`src/rtl/cgol_pkg.sv`:
```
// -----------------------------------------------------------------------------
// cgol_pkg
// Shared types and helpers for the 8x8 Game of Life display core.
//   GRID        : side length of the cell grid
//   row_t       : one framebuffer row, bit c is column c
//   idx_t       : row / column index
//   grid_t      : whole framebuffer, grid_t[r][c]
//   popcount8   : number of set bits in a row_t (0..8)
//   onehot_row  : one-hot row select for a given row index
// -----------------------------------------------------------------------------
package cgol_pkg;

   localparam int GRID = 8;

   typedef logic [7:0] row_t;
   typedef logic [2:0] idx_t;
   typedef row_t [7:0] grid_t;

   function automatic logic [3:0] popcount8(input row_t v);
      logic [3:0] cnt;
      cnt = 4'd0;
      for (int b = 0; b < GRID; b++) begin
         cnt = cnt + {3'd0, v[b]};
      end
      return cnt;
   endfunction

   function automatic row_t onehot_row(input idx_t i);
      return row_t'(8'h01 << i);
   endfunction

endpackage

```
`src/rtl/cgol_display_if.sv`:
```
// -----------------------------------------------------------------------------
// cgol_display_if
// Host-side bus of the Life display core.
//   we, addr, bit_in : row write into the framebuffer
//   step             : single-cycle pulse advancing one generation
//   row              : one-hot active-high LED row select
//   col              : active-low LED column drive
// master = host / LED board side, slave = cgol_display.
// -----------------------------------------------------------------------------
interface cgol_display_if;
   import cgol_pkg::*;

   logic we;
   idx_t addr;
   row_t bit_in;
   logic step;
   row_t row;
   row_t col;

   modport master (
      output we,
      output addr,
      output bit_in,
      output step,
      input  row,
      input  col
   );

   modport slave (
      input  we,
      input  addr,
      input  bit_in,
      input  step,
      output row,
      output col
   );

endinterface

```
`src/rtl/cgol_cell_rule.sv`:
```
// -----------------------------------------------------------------------------
// cgol_cell_rule
// Combinational Life rule for one cell.
//   center  : current state of the cell
//   sides   : its eight neighbours, any order
//   next_on : state of the cell in the next generation
// -----------------------------------------------------------------------------
module cgol_cell_rule
   import cgol_pkg::*;
(
   input  logic center,
   input  row_t sides,
   output logic next_on
);

   logic [3:0] n_s;

   // Birth on exactly three neighbours, survival on two or three.
   always_comb begin
      n_s     = popcount8(sides);
      next_on = (n_s == 4'd3) | (center & (n_s == 4'd2));
   end

endmodule

```
`src/rtl/cgol_display.sv`:
```
// -----------------------------------------------------------------------------
// cgol_display
// 8x8 Game of Life framebuffer with an LED-matrix scan driver.
//   clk    : system clock, rising edge
//   reset  : synchronous active-high reset, overrides every other input
//   bus    : cgol_display_if.slave
//            we/addr/bit_in write a row, step advances one generation,
//            row/col drive the LED matrix (row one-hot, col active-low)
// SCAN_DIV : clock cycles each display row stays lit (>= 2)
// -----------------------------------------------------------------------------
module cgol_display
   import cgol_pkg::*;
#(
   parameter int SCAN_DIV = 1024
)
(
   input  logic           clk,
   input  logic           reset,
   cgol_display_if.slave  bus
);

   localparam int CNT_W = (SCAN_DIV > 2) ? $clog2(SCAN_DIV) : 1;
   localparam logic [CNT_W-1:0] CNT_LAST = CNT_W'(SCAN_DIV - 1);

   grid_t            fb_r;
   grid_t            next_s;
   logic [9:0][9:0]  pad_s;
   logic [CNT_W-1:0] scan_cnt_r;
   idx_t             scan_row_r;
   row_t             row_r;
   row_t             col_r;

   // Framebuffer surrounded by a ring of dead cells, so edge cells see zeros.
   always_comb begin
      pad_s = '0;
      for (int r = 0; r < GRID; r++) begin
         for (int c = 0; c < GRID; c++) begin
            pad_s[r+1][c+1] = fb_r[r][c];
         end
      end
   end

   // One rule evaluator per cell; pad_s[gr+1][gc+1] is the cell itself.
   for (genvar gr = 0; gr < GRID; gr++) begin : g_row
      for (genvar gc = 0; gc < GRID; gc++) begin : g_col
         cgol_cell_rule u_rule (
            .center  (fb_r[gr][gc]),
            .sides   ({pad_s[gr][gc],   pad_s[gr][gc+1],   pad_s[gr][gc+2],
                       pad_s[gr+1][gc],                    pad_s[gr+1][gc+2],
                       pad_s[gr+2][gc], pad_s[gr+2][gc+1], pad_s[gr+2][gc+2]}),
            .next_on (next_s[gr][gc])
         );
      end
   end

   // Framebuffer update: a write to a row beats the step for that row only.
   always_ff @(posedge clk) begin
      if (reset) begin
         fb_r <= '0;
      end else begin
         for (int r = 0; r < GRID; r++) begin
            if (bus.we && (bus.addr == idx_t'(r))) begin
               fb_r[r] <= bus.bit_in;
            end else if (bus.step) begin
               fb_r[r] <= next_s[r];
            end else begin
               fb_r[r] <= fb_r[r];
            end
         end
      end
   end

   // Row dwell counter and row pointer; the pointer wraps 7 -> 0 naturally.
   always_ff @(posedge clk) begin
      if (reset) begin
         scan_cnt_r <= '0;
         scan_row_r <= 3'd0;
      end else if (scan_cnt_r == CNT_LAST) begin
         scan_cnt_r <= '0;
         scan_row_r <= scan_row_r + 3'd1;
      end else begin
         scan_cnt_r <= scan_cnt_r + {{(CNT_W-1){1'b0}}, 1'b1};
         scan_row_r <= scan_row_r;
      end
   end

   // LED drive: row select and column data come from the same pointer value,
   // so a row change and its column data land on the same edge.
   always_ff @(posedge clk) begin
      if (reset) begin
         row_r <= 8'h00;
         col_r <= 8'hFF;
      end else begin
         row_r <= onehot_row(scan_row_r);
         col_r <= ~fb_r[scan_row_r];
      end
   end

   assign bus.row = row_r;
   assign bus.col = col_r;

endmodule

```
`src/flat_wrapper.sv`:
```
// flat-port wrapper written by rule: the top's interface ports become plain ports
module cgol_display_flat import cgol_pkg::*;
#(
   parameter int SCAN_DIV = 1024
)
  (clk, reset, bus_we, bus_addr, bus_bit_in, bus_step, bus_row, bus_col);
  cgol_display_if bus_i ();
  input  logic clk;
  input  logic reset;
  input wire logic [$bits(bus_i.we)-1:0] bus_we;
  input wire logic [$bits(bus_i.addr)-1:0] bus_addr;
  input wire logic [$bits(bus_i.bit_in)-1:0] bus_bit_in;
  input wire logic [$bits(bus_i.step)-1:0] bus_step;
  output wire logic [$bits(bus_i.row)-1:0] bus_row;
  output wire logic [$bits(bus_i.col)-1:0] bus_col;
  assign bus_i.we = bus_we;
  assign bus_i.addr = bus_addr;
  assign bus_i.bit_in = bus_bit_in;
  assign bus_i.step = bus_step;
  assign bus_row = bus_i.row;
  assign bus_col = bus_i.col;
  cgol_display #(.SCAN_DIV(SCAN_DIV)) u_core (.clk(clk), .reset(reset), .bus(bus_i));
endmodule
```
`config.mk`:
```
export PLATFORM = sky130hd
export DESIGN_NAME = cgol_display_flat
export DESIGN_NICKNAME = d
export VERILOG_FILES = /design/src/rtl/cgol_pkg.sv /design/src/rtl/cgol_display_if.sv /design/src/rtl/cgol_cell_rule.sv /design/src/rtl/cgol_display.sv /design/src/flat_wrapper.sv
export SDC_FILE = /design/constraint.sdc
export NUM_CORES = 1
export LEC_CHECK = 0
export BUFFER_PORTS_ARGS = -buffer_cell sky130_fd_sc_hd__buf_2
export CORE_MARGIN = 5
export CORE_UTILIZATION = 55
export CTS_CLUSTER_SIZE = 8
export DETAILED_ROUTE_END_ITERATION = 10
export GPL_ROUTABILITY_DRIVEN = 0
export MAX_ROUTING_LAYER = met4
export PLACE_DENSITY = 0.72
export SYNTH_ARGS = -nofsm -noshare
export SYNTH_HDL_FRONTEND = slang
export SYNTH_SLANG_ARGS = --single-unit
```
`constraint.sdc`:
```
create_clock -name clk -period 4.1 [get_ports clk]
set_clock_uncertainty 0.1 [all_clocks]
set_input_delay 1.23 -clock clk [delete_from_list [all_inputs] [get_ports clk]]
set_output_delay 1.23 -clock clk [all_outputs]
set_load 0.1 [all_outputs]
```
==> results.md <==
STA:
- The clock period minus worst slack is 3860 ps.
- Setup violations remaining at the end of the flow were counted as 0.
- Measured against its own limit, the worst slew margin works out to 34.9%.
- The worst hold margin is 362 ps.
- Summed over all failing endpoints, the final setup total negative slack is 0 ps.
- The post-route fraction of the period consumed by the critical path is 94.2%.
- The max-slew violation total from the final report came to 0.
- Setup repair after global routing left no endpoint under its margin.
- In the post-route analysis, the smallest setup slack over all paths is 238 ps.
- The slew at the pin with the worst max-slew slack is 973 ps.
- The final count of hold timing violations is 0.
- Based on the critical path, the design can be clocked at up to 0.259 GHz.

Route:
- The first TritonRoute pass finished after 5 iterations.
- The first routing iteration left 501 violations.
- Wire segments on met3 add up to 1320 µm in the final route.
- The met1 layer wirelength in the final routing is 12900 µm.
- After detailed routing, the average wire length per cell comes to 18.5 µm.
- The remaining design rule violation count is 0.
- The remaining number of nets flagged by the antenna check after routing is 0.
- Summing over every cut layer, the via total after detailed routing is 8992.
- The number of vias per cell is 5.80.
- The wire length after detailed routing is 28600 µm.
- The highest metal layer with signal wires is met4.
- After detailed routing, the met2 layer carries 13900 µm of wire.

Outcome:
- The flow ran to the end, and the final reports show no timing, DRC or antenna violations.

Floorplan:
- The effective utilization at floorplan is 55.8%.
- During I/O placement, the number of pins put on the boundary was 31.
- The core box area is 21800 µm².
- The die area is 25200 µm².
- The die height is 159 µm.
- The die boundary width is 159 µm.
- The floorplan has 54 rows.

Yosys:
- A synthesized cell averages 9.84 µm².
- After synthesis, the cell types taking the most area are sky130_fd_sc_hd__fa_1, sky130_fd_sc_hd__dfxtp_1, sky130_fd_sc_hd__ha_1, sky130_fd_sc_hd__inv_1, sky130_fd_sc_hd__a21oi_1.
- The number of instances in the synthesized netlist is 1234.
- After synthesis, the largest area contributor takes up 32.3% of total cell area.
- Yosys mapped a number of flops with a built-in enable equal to 0.
- For this run, asynchronously set or reset flops after synthesis account for 0%.
- Counting every net in the synthesized netlist gives 1585.
- The share of the Yosys chip area taken by registers is 15.3%.
- The count of unique library cells instantiated by Yosys is 47.
- The cell type with the largest total area after synthesis is sky130_fd_sc_hd__fa_1.
- Yosys instantiated no cell more often than sky130_fd_sc_hd__inv_1.
- For this run, the number of Yosys warnings is 0.
- The post-synthesis cell area is 12100 µm².
- The most common flop cell mapped by yosys is sky130_fd_sc_hd__dfxtp_1.
- In the synthesized netlist, the cells that appear most often are sky130_fd_sc_hd__inv_1, sky130_fd_sc_hd__fa_1, sky130_fd_sc_hd__ha_1.
- The total of flip-flops plus latches after synthesis is 93.

CTS:
- The root buffer cell chosen for the clock tree is sky130_fd_sc_hd__clkbuf_16.
- The TritonCTS buffer count is 9.
- The number of levels the H-tree was split into is 3.
- The clock network latency to the later pin of the worst-skew pair is 370 ps.
- The post-CTS setup-driven buffer insertion count is 0.
- TritonCTS built the clock tree.
- The hold buffer count at CTS is 0.
- The maximum buffer depth of the clock tree is 2.
- Gates resized during post-CTS repair numbered 0.
- The sink count of the clock tree is 93.
- Clock-pin slew was measured on the worst setup and hold paths at 80 ps.

Critical path:
- The worst setup path is launched from a register.
- Of all nets on the critical path, the largest fanout is 7.
- The required time of the worst setup path is 4230 ps.
- The path type of the worst setup path is reg2reg.
- For the worst setup path, the data arrival time is 4000 ps.
- The worst setup path is captured at a register.

Global route:
- The number of antenna violations at the first check in global routing is 0.
- The via count of the first global-routing pass is 9385.
- The first global-routing pass estimated 48300 µm of wire.
- The leftover overflow at the end of global routing is 0.
- The total routing usage reported by global routing is 25.2%.
- Entering global routing, the biggest net connects 47 pins.

Pwr:
- In this run, flip-flops and latches consume 16.1% of the power.
- The clock network is responsible for 9.6% of the overall power.
- The cell leakage power is 6.45 nW.
- Summed over all nets, the switching power comes to 0.00453 W.
- The largest voltage drop on the vdd net is 0.000252 V.
- Of the total power, combinational logic draws 74.3%.
- In this run the power density over the cells is 698 nW/µm².
- The internal power of the cells totals 0.00452 W.
- The switching share of power is 50.1%.

Min path:
- The class of the tightest hold or removal check is reg2reg.

Placed design:
- Detailed placement ended at an HPWL of 22300 µm.
- The count of buffers added on input and output ports is 30.
- The placement-stage worst setup slack is 253 ps.
- The total placed cells including tap cells is 1534.

Layout:
- The post-layout net count is 1616.
- Cells with a size suffix above 1 make up 7.95% of the layout.
- The area growth from synthesis to layout is 6.75%.
- The layout has 1852 filler cells.
- Leaving out filler cells and counting taps, the final layout contains 1550.
- The antenna cell count is 0.

Run:
- Max-cap violations in this run came to 0.
[metrics by stage]
| stage | util (%) | area [µm²] | power (W) |
|---|---|---|---|
| 6_report | 59.6 | 13000 | 0.00905 |
| 3_3_place_gp | 58.3 | 12700 | 0.00786 |
| 2_1_floorplan | - | 12100 | 0.00660 |
| 3_5_place_dp | 58.3 | 12700 | 0.00817 |
| 4_1_cts | 59.6 | 13000 | 0.00911 |
| 5_1_grt | 59.6 | 13000 | 0.0104 |
[worst max-delay path: stages, from the launching register on]
cell	delay, ps
sky130_fd_sc_hd__dfxtp_1	350
sky130_fd_sc_hd__inv_1	370
sky130_fd_sc_hd__fa_1	500
sky130_fd_sc_hd__fa_1	510
sky130_fd_sc_hd__fa_1	540
sky130_fd_sc_hd__inv_1	40
sky130_fd_sc_hd__ha_1	220
sky130_fd_sc_hd__fa_1	450
sky130_fd_sc_hd__and4b_1	220
sky130_fd_sc_hd__a221oi_1	280
sky130_fd_sc_hd__o22ai_1	140
[final cells by class]
type | instances | area, µm² | share of cell area (%)
multi-input combinational | 823 | 9030 | 69.6
sequential | 93 | 1860 | 14.4
inverter | 275 | 1030 | 7.96
timing repair buffer | 63 | 400 | 3.09
tap | 280 | 350 | 2.70
clock buffer | 9 | 225 | 1.74
clock inverter | 7 | 65.1 | 0.502
[flip-flops by register name (all words and copies together) (netlist names)]
register           flops
u_core.bus.col         8
u_core.bus.row         8
u_core.fb_r           64
u_core.scan_cnt_r     10
u_core.scan_row_r      3
[kinds of logic after synthesis]
family	synth area share, %
buffers and inverters	10.3
adders and majority gates	46.7
xor gates and xnor gates	0.216
DFF	15.3
and+or+nand+nor	13.2
muxes	3.15
AOI/OAI and AO/OA	11.0
[final timing paths]
kind                                            from  slack [ps]  cells after the start                end
worst max-delay path                 u_core.fb_r[34]         240                     10    u_core.fb_r[35]
worst min-delay path            u_core.scan_row_r[2]         360                      1  u_core.bus.row[3]
worst max register to register       u_core.fb_r[34]         240                     10    u_core.fb_r[35]
worst min register to register  u_core.scan_row_r[2]         360                      1  u_core.bus.row[3]
[placed cells by master (no fill, tap or decap), drive strengths merged, types with 2 or more instances in the layout]
cell     count
clkbuf       9
o21ai        3
a22oi        8
inv        278
nor2        20
nor3         4
nor3b       25
clkinv       3
nand2b      29
and4b       33
a211o       26
nand2       74
xnor2        2
a221o        3
buf         63
nand3        4
and4bb       3
a211oi      24
mux2         2
and2         6
nand4        3
or3         40
fa         196
nor4b        7
dfxtp       93
nand4b       3
a221oi      13
nand4bb      2
mux4        16
ha         140
a21oi       90
o22ai       36
[layer usage]
layer  vias up  GRT usage, %
met2       240          40.6
met5         -             -
met1      4518          34.8
li1       4193             -
met4         0          7.39
met3        41          1.69
[power by group through the flow]
stage | combinational [W] | sequential, W | clock [W]
after floorplan | 0.00514 | 0.00145 | 0
after global placement | 0.00640 | 0.00146 | 0
after detailed placement | 0.00670 | 0.00147 | 0
after CTS | 0.00678 | 0.00145 | 0.000882
after global routing | 0.00798 | 0.00150 | 0.000918
final | 0.00673 | 0.00146 | 0.000870
(Power assumes the default switching activity.)
